==> config.mk <==
export PLATFORM = sky130hd
export DESIGN_NAME = spi_oversampled_slave
export DESIGN_NICKNAME = d
export VERILOG_FILES = /design/src/rtl/spi_pkg.sv /design/src/rtl/spi_oversampled_slave_sync_edge.sv /design/src/rtl/spi_oversampled_slave.sv
export SDC_FILE = /design/constraint.sdc
export NUM_CORES = 1
export LEC_CHECK = 0
export ABC_AREA = 1
export CORE_UTILIZATION = 45
export CTS_CLUSTER_SIZE = 24
export DETAILED_ROUTE_END_ITERATION = 10
export PLACE_DENSITY = 0.69
export SETUP_SLACK_MARGIN = 0.4
export SLEW_MARGIN = 20
export SYNTH_ARGS = -nofsm -noshare
export SYNTH_HDL_FRONTEND = slang
export SYNTH_SLANG_ARGS = --single-unit
export TNS_END_PERCENT = 100
==> constraint.sdc <==
create_clock -name clk -period 1.75 [get_ports clk]
set_input_delay 0.175 -clock clk [delete_from_list [all_inputs] [get_ports clk]]
set_output_delay 0.175 -clock clk [all_outputs]
set_load 0.02 [all_outputs]
==> src/rtl/spi_pkg.sv <==
// Shared definitions for the oversampled SPI slave: FSM encoding and default word width.
package spi_pkg;

  localparam int DATA_W_DEFAULT = 8;

  typedef enum logic {
    ST_IDLE   = 1'b0,
    ST_ACTIVE = 1'b1
  } spi_state_t;

endpackage

==> src/rtl/spi_oversampled_slave_sync_edge.sv <==
// Multi-flop synchronizer for one asynchronous pin, followed by registered
// rising/falling edge pulses in the clk domain.
module sync_edge #(
  parameter int SYNC_STAGES = 2
) (
  input  logic clk,
  input  logic rst,
  input  logic din,
  output logic rise,
  output logic fall
);

  logic [SYNC_STAGES-1:0] chain_q, chain_d;
  logic                   prev_q, prev_d;
  logic                   rise_q, rise_d;
  logic                   fall_q, fall_d;

  always_comb begin
    chain_d = {chain_q[SYNC_STAGES-2:0], din};
    prev_d  = chain_q[SYNC_STAGES-1];
    rise_d  = chain_q[SYNC_STAGES-1] & ~prev_q;
    fall_d  = ~chain_q[SYNC_STAGES-1] & prev_q;
  end

  // Chain resets low so a pin already low at reset release never looks like an edge.
  always_ff @(posedge clk or posedge rst) begin
    if (rst) begin
      chain_q <= '0;
      prev_q  <= 1'b0;
      rise_q  <= 1'b0;
      fall_q  <= 1'b0;
    end else begin
      chain_q <= chain_d;
      prev_q  <= prev_d;
      rise_q  <= rise_d;
      fall_q  <= fall_d;
    end
  end

  assign rise = rise_q;
  assign fall = fall_q;

endmodule

==> src/rtl/spi_oversampled_slave.sv <==
// SPI mode-0 slave that oversamples SCLK/MOSI/CE0 with clk; received words are
// strobed out with rx_valid, transmit words are fetched with a tx_ack pulse.
module spi_oversampled_slave
  import spi_pkg::*;
#(
  parameter int DATA_W      = DATA_W_DEFAULT,
  parameter int SYNC_STAGES = 2
) (
  input  logic              clk,
  input  logic              rst,
  input  logic              sclk,
  input  logic              mosi,
  input  logic              ce0,
  input  logic [DATA_W-1:0] tx_data,
  output logic              miso,
  output logic [DATA_W-1:0] rx_data,
  output logic              rx_valid,
  output logic              tx_ack,
  output logic              busy,
  output logic              frame_err
);

  localparam int                CNT_W    = $clog2(DATA_W);
  localparam logic [CNT_W-1:0]  LAST_BIT = CNT_W'(DATA_W - 1);

  logic rise, fall, ce_fall, ce_rise;
  logic s_mosi;

  sync_edge #(.SYNC_STAGES(SYNC_STAGES)) u_sclk_sync (
    .clk  (clk),
    .rst  (rst),
    .din  (sclk),
    .rise (rise),
    .fall (fall)
  );

  sync_edge #(.SYNC_STAGES(SYNC_STAGES)) u_ce0_sync (
    .clk  (clk),
    .rst  (rst),
    .din  (ce0),
    .rise (ce_rise),
    .fall (ce_fall)
  );

  // MOSI gets one flop less of delay than the edge pulses, so s_mosi is sampled
  // a cycle or two after the pin rise while the master still holds the bit.
  logic [SYNC_STAGES-1:0] mosi_sync_q, mosi_sync_d;

  always_comb begin
    mosi_sync_d = {mosi_sync_q[SYNC_STAGES-2:0], mosi};
  end

  assign s_mosi = mosi_sync_q[SYNC_STAGES-1];

  spi_state_t        state_q, state_d;
  logic [CNT_W-1:0]  bit_cnt_q, bit_cnt_d;
  logic [DATA_W-1:0] rx_sr_q, rx_sr_d;
  logic [DATA_W-1:0] tx_sr_q, tx_sr_d;
  logic [DATA_W-1:0] rx_data_q, rx_data_d;
  logic              rx_valid_q, rx_valid_d;
  logic              frame_err_q, frame_err_d;
  logic              miso_q, miso_d;
  logic              tx_ack_d;
  logic [DATA_W-1:0] rx_shift;
  logic [CNT_W-1:0]  tx_idx;

  assign rx_shift = {rx_sr_q[DATA_W-2:0], s_mosi};
  assign tx_idx   = LAST_BIT - bit_cnt_q;

  always_comb begin
    state_d     = state_q;
    bit_cnt_d   = bit_cnt_q;
    rx_sr_d     = rx_sr_q;
    tx_sr_d     = tx_sr_q;
    rx_data_d   = rx_data_q;
    rx_valid_d  = 1'b0;
    frame_err_d = 1'b0;
    miso_d      = miso_q;
    tx_ack_d    = 1'b0;

    case (state_q)
      ST_IDLE: begin
        miso_d = 1'b0;
        if (ce_fall) begin
          state_d   = ST_ACTIVE;
          tx_sr_d   = tx_data;
          tx_ack_d  = 1'b1;
          bit_cnt_d = '0;
          rx_sr_d   = '0;
          miso_d    = tx_data[DATA_W-1];
        end
      end

      ST_ACTIVE: begin
        // Deselect takes priority over any SCLK edge seen in the same cycle.
        if (ce_rise) begin
          state_d     = ST_IDLE;
          miso_d      = 1'b0;
          frame_err_d = (bit_cnt_q != '0);
          bit_cnt_d   = '0;
          rx_sr_d     = '0;
        end else if (rise) begin
          rx_sr_d = rx_shift;
          if (bit_cnt_q == LAST_BIT) begin
            bit_cnt_d  = '0;
            rx_data_d  = rx_shift;
            rx_valid_d = 1'b1;
            tx_sr_d    = tx_data;
            tx_ack_d   = 1'b1;
          end else begin
            bit_cnt_d = bit_cnt_q + 1'b1;
          end
        end else if (fall) begin
          miso_d = tx_sr_q[tx_idx];
        end
      end

      default: begin
        state_d = ST_IDLE;
        miso_d  = 1'b0;
      end
    endcase
  end

  always_ff @(posedge clk or posedge rst) begin
    if (rst) begin
      mosi_sync_q <= '0;
      state_q     <= ST_IDLE;
      bit_cnt_q   <= '0;
      rx_sr_q     <= '0;
      tx_sr_q     <= '0;
      rx_data_q   <= '0;
      rx_valid_q  <= 1'b0;
      frame_err_q <= 1'b0;
      miso_q      <= 1'b0;
    end else begin
      mosi_sync_q <= mosi_sync_d;
      state_q     <= state_d;
      bit_cnt_q   <= bit_cnt_d;
      rx_sr_q     <= rx_sr_d;
      tx_sr_q     <= tx_sr_d;
      rx_data_q   <= rx_data_d;
      rx_valid_q  <= rx_valid_d;
      frame_err_q <= frame_err_d;
      miso_q      <= miso_d;
    end
  end

  // tx_ack is decoded from registered edge pulses so the capture happens in the same cycle.
  assign tx_ack    = tx_ack_d;
  assign miso      = miso_q;
  assign rx_data   = rx_data_q;
  assign rx_valid  = rx_valid_q;
  assign busy      = (state_q == ST_ACTIVE);
  assign frame_err = frame_err_q;

endmodule

==> impl_metrics.json <==
{
  "status": "finished clean",
  "p_clk_share_pct": 33.5,
  "async_reset_ff_share_pct": 100.0,
  "crit_path_end_kind": "primary output",
  "path_clk_slew_ns": 0.08,
  "final_antenna_net_count": 0,
  "synth_edf_count": 0,
  "yosys.area.top_type": "dfrtp_1",
  "tightest_slew_ns": 0.5115,
  "seqPwrFrac_pct": 49.2,
  "timing.final.crit_period_ns": 1.477,
  "fin_skew_ns": 0.008603,
  "cp_common_cell": "nand2_4",
  "antenna_found_initial": 0,
  "syn_to_final_growth_pct": 28.64,
  "drcViolationCount": 0,
  "synth_top_area_share_pct": 63.30,
  "crit_end": "tx_ack",
  "insertedDiodeCount": 0,
  "rsz0062_at_grt": "true",
  "ios": 26,
  "final-setup-viol-count": 0,
  "n_fill_cell": 279,
  "startpoint_type": "flop",
  "hp-class": "in -> async",
  "placed_cell_area_sq_um": 1981,
  "postLayoutCellArea_sq_um": 2136,
  "critPathMaxStageDelay_ns": 0.40,
  "first_global_vias": 1202,
  "cts_hold_buf": 0,
  "cts_tree": "yes",
  "clk_latency_ns": 0.30,
  "crit_slowest_cell": "dfrtp_1",
  "drt_iter0_markers": 43,
  "gr-total-overflow": 0,
  "num_rows": 21,
  "peakVddDrop_v": 0.0006000,
  "cap_violations": 0,
  "path_delay_family": "flip-flops",
  "final_util_pct": 62.05,
  "viasPerCell": 4.884,
  "mostFrequentLayoutCells": "41 x dfrtp_1, 28 x inv_1, 28 x nand2_1",
  "dr.pass1.iters": 4,
  "cp_num_cells": 5,
  "drv_slew": 0,
  "ys.flop_type": "dfrtp_1",
  "p_sw_mw": 0.6116,
  "intPower_mw": 1.645,
  "switching_share_pct": 27.10,
  "final_hold_viol_count": 0,
  "ys_types": 18,
  "rr_endpoint": "tx_sr_q[0]",
  "dr_total_vias": 1182,
  "period_share_pct": 84.41,
  "arrival_ns": 1.30,
  "syn_area_per_cell_sq_um": 10.58,
  "drt_wl_total_microns": 3018,
  "track_usage_pct": 17.70,
  "synth_area_sq_um": 1660,
  "worstPathRequired_ns": 1.57,
  "final_common_cell": "dfrtp_1",
  "initial_core_util_pct": 48.24,
  "fp.dieW_microns": 62.74,
  "reg2regPathDepth": 7,
  "cp_max_fo": 2,
  "grt_max_degree": 43,
  "fp.dieArea_sq_um": 3936,
  "root_buffer": "clkbuf_8",
  "ys_seq_area_share_pct": 63.30,
  "crit_path_start": "bit_cnt_q[1]",
  "place_congestion": 0.8307,
  "cp_cell_sequence": "ha_2 > ha_4 > nand2_4 > nand2_4 > buf_6",
  "synth_area_leaders": "dfrtp_1 63%, inv_1 6.3%, nand2_1 6.3%",
  "dp_hpwl_microns": 1965,
  "fin_nets": 211,
  "r2r-start": "bit_cnt_q[1]",
  "io_buffers": 25,
  "rrSetupSlack_ns": 0.43,
  "p_per_area_nw_per_um2": 1057,
  "cts_buffers": 5,
  "clock_path_buffers": 2,
  "grt_pass1_wl_microns": 5244,
  "wire_per_inst_microns": 12.47,
  "core_sq_um": 3442,
  "relSlewSlack_pct": 65.90,
  "cts_sinks": 42,
  "p_comb_share_pct": 17.3,
  "die_h_microns": 62.74,
  "path_class": "reg -> out",
  "ys_seq_elements": 42,
  "tns_ns": 0,
  "cellLeakagePower_nw": 1.057,
  "synth_nets": 173,
  "final_layout_size_suffix_gt1_share_pct": 18.37,
  "synth_warnings": 0,
  "fmax_ghz": 0.6770,
  "h-tree-depth": 2,
  "synth_cells": 157,
  "cp_num_buf_inv": 1
}
sequential cells by signal, indices dropped and copies added (netlist names), 2 cells and up:
register and flops:
u_ce0_sync.chain_q 2, bit_cnt_q 3, u_sclk_sync.chain_q 2, rx_data 8, mosi_sync_q 2, rx_sr_q 7
tx_sr_q 8
layout make-up:
cell class,instances,area (sq um),area share (%)
Sequential cell,42,1052,49.27
Multi-Input combinational cell,85,514.2,24.08
Timing Repair Buffer,33,296.5,13.88
Inverter,28,105.1,4.921
Clock buffer,6,72.57,3.398
Tap cell,46,57.56,2.695
Clock inverter,2,37.54,1.757
power by group through the flow:
stage          registers [mW]  logic (mW)  clock network (mW)
6_report                 1.11       0.391               0.756
3_3_place_gp             1.12       0.369                   0
5_1_grt                  1.12       0.445               0.825
2_1_floorplan            1.14       0.222                   0
3_5_place_dp             1.13       0.378                   0
4_1_cts                  1.11       0.381               0.770
worst min-delay path: stages:
cell and delay [ns]:
clkdlybuf4s50_1 0.39, inv_1 0.05, buf_4 0.43
stage by stage:
stage	cells	hold WS (ns)	power, mW	worst slack [ns]
2_1_floorplan	157	0.2064	1.364	0.4023
6_report	242	0.3007	2.257	0.2728
3_5_place_dp	230	0.3379	1.509	0.09293
4_1_cts	240	0.3035	2.259	0.2182
5_1_grt	242	0.2974	2.392	0.2354
3_3_place_gp	230	0.3344	1.492	0.1027
logic make-up (layout without fill, tap and decap cells):
logic type	Yosys count	in the layout	share of synthesized area, %
AO/OA/AOI/OAI	30	30	11.83
flip-flops	42	42	63.30
buffers and inverters	31	69	7.988
adder cells (fa/ha/maj)	3	3	2.261
AND/OR/NAND/NOR	51	52	14.62
repair_timing:
item | in CTS | in global routing
pin swaps | 1 | 2
setup endpoints to repair | 21 | 25
buffers inserted | 2 | 1
cloned | 0 | 1
resized for setup | 18 | 8
per-layer routing:
layer,vias up,global-route usage [%],wire (microns)
li1,577,-,-
met1,570,20.24,1316
met2,29,29.35,1520
met3,6,6.204,118
met4,0,8.721,63
met5,-,0,0
cell usage after synthesis, types with 2 or more instances:
library cell and number:
buf_6 2, nor2_1 6, inv_1 28, a21oi_1 2, nand2_2 4, dfrtp_1 42
ha_1 3, o22ai_1 7, o21ai_0 11, o21ai_2 9, nand2_1 28, nand3_1 9
worst min path at each step:
| stage | start | endpoint | slack [ns] | cells past startpoint |
|---|---|---|---|---|
| after CTS | sclk | u_sclk_sync.chain_q[0] | 0.30 | 1 |
| final | rst | bit_cnt_q[2] | 0.30 | 3 |
| after floorplan | mosi | mosi_sync_q[0] | 0.21 | 0 |
| after global placement | mosi_sync_q[0] | mosi_sync_q[1] | 0.33 | 0 |
| after global routing | sclk | u_sclk_sync.chain_q[0] | 0.30 | 1 |
| after detailed placement | mosi_sync_q[0] | mosi_sync_q[1] | 0.34 | 0 |
(Power assumes the default switching activity.)
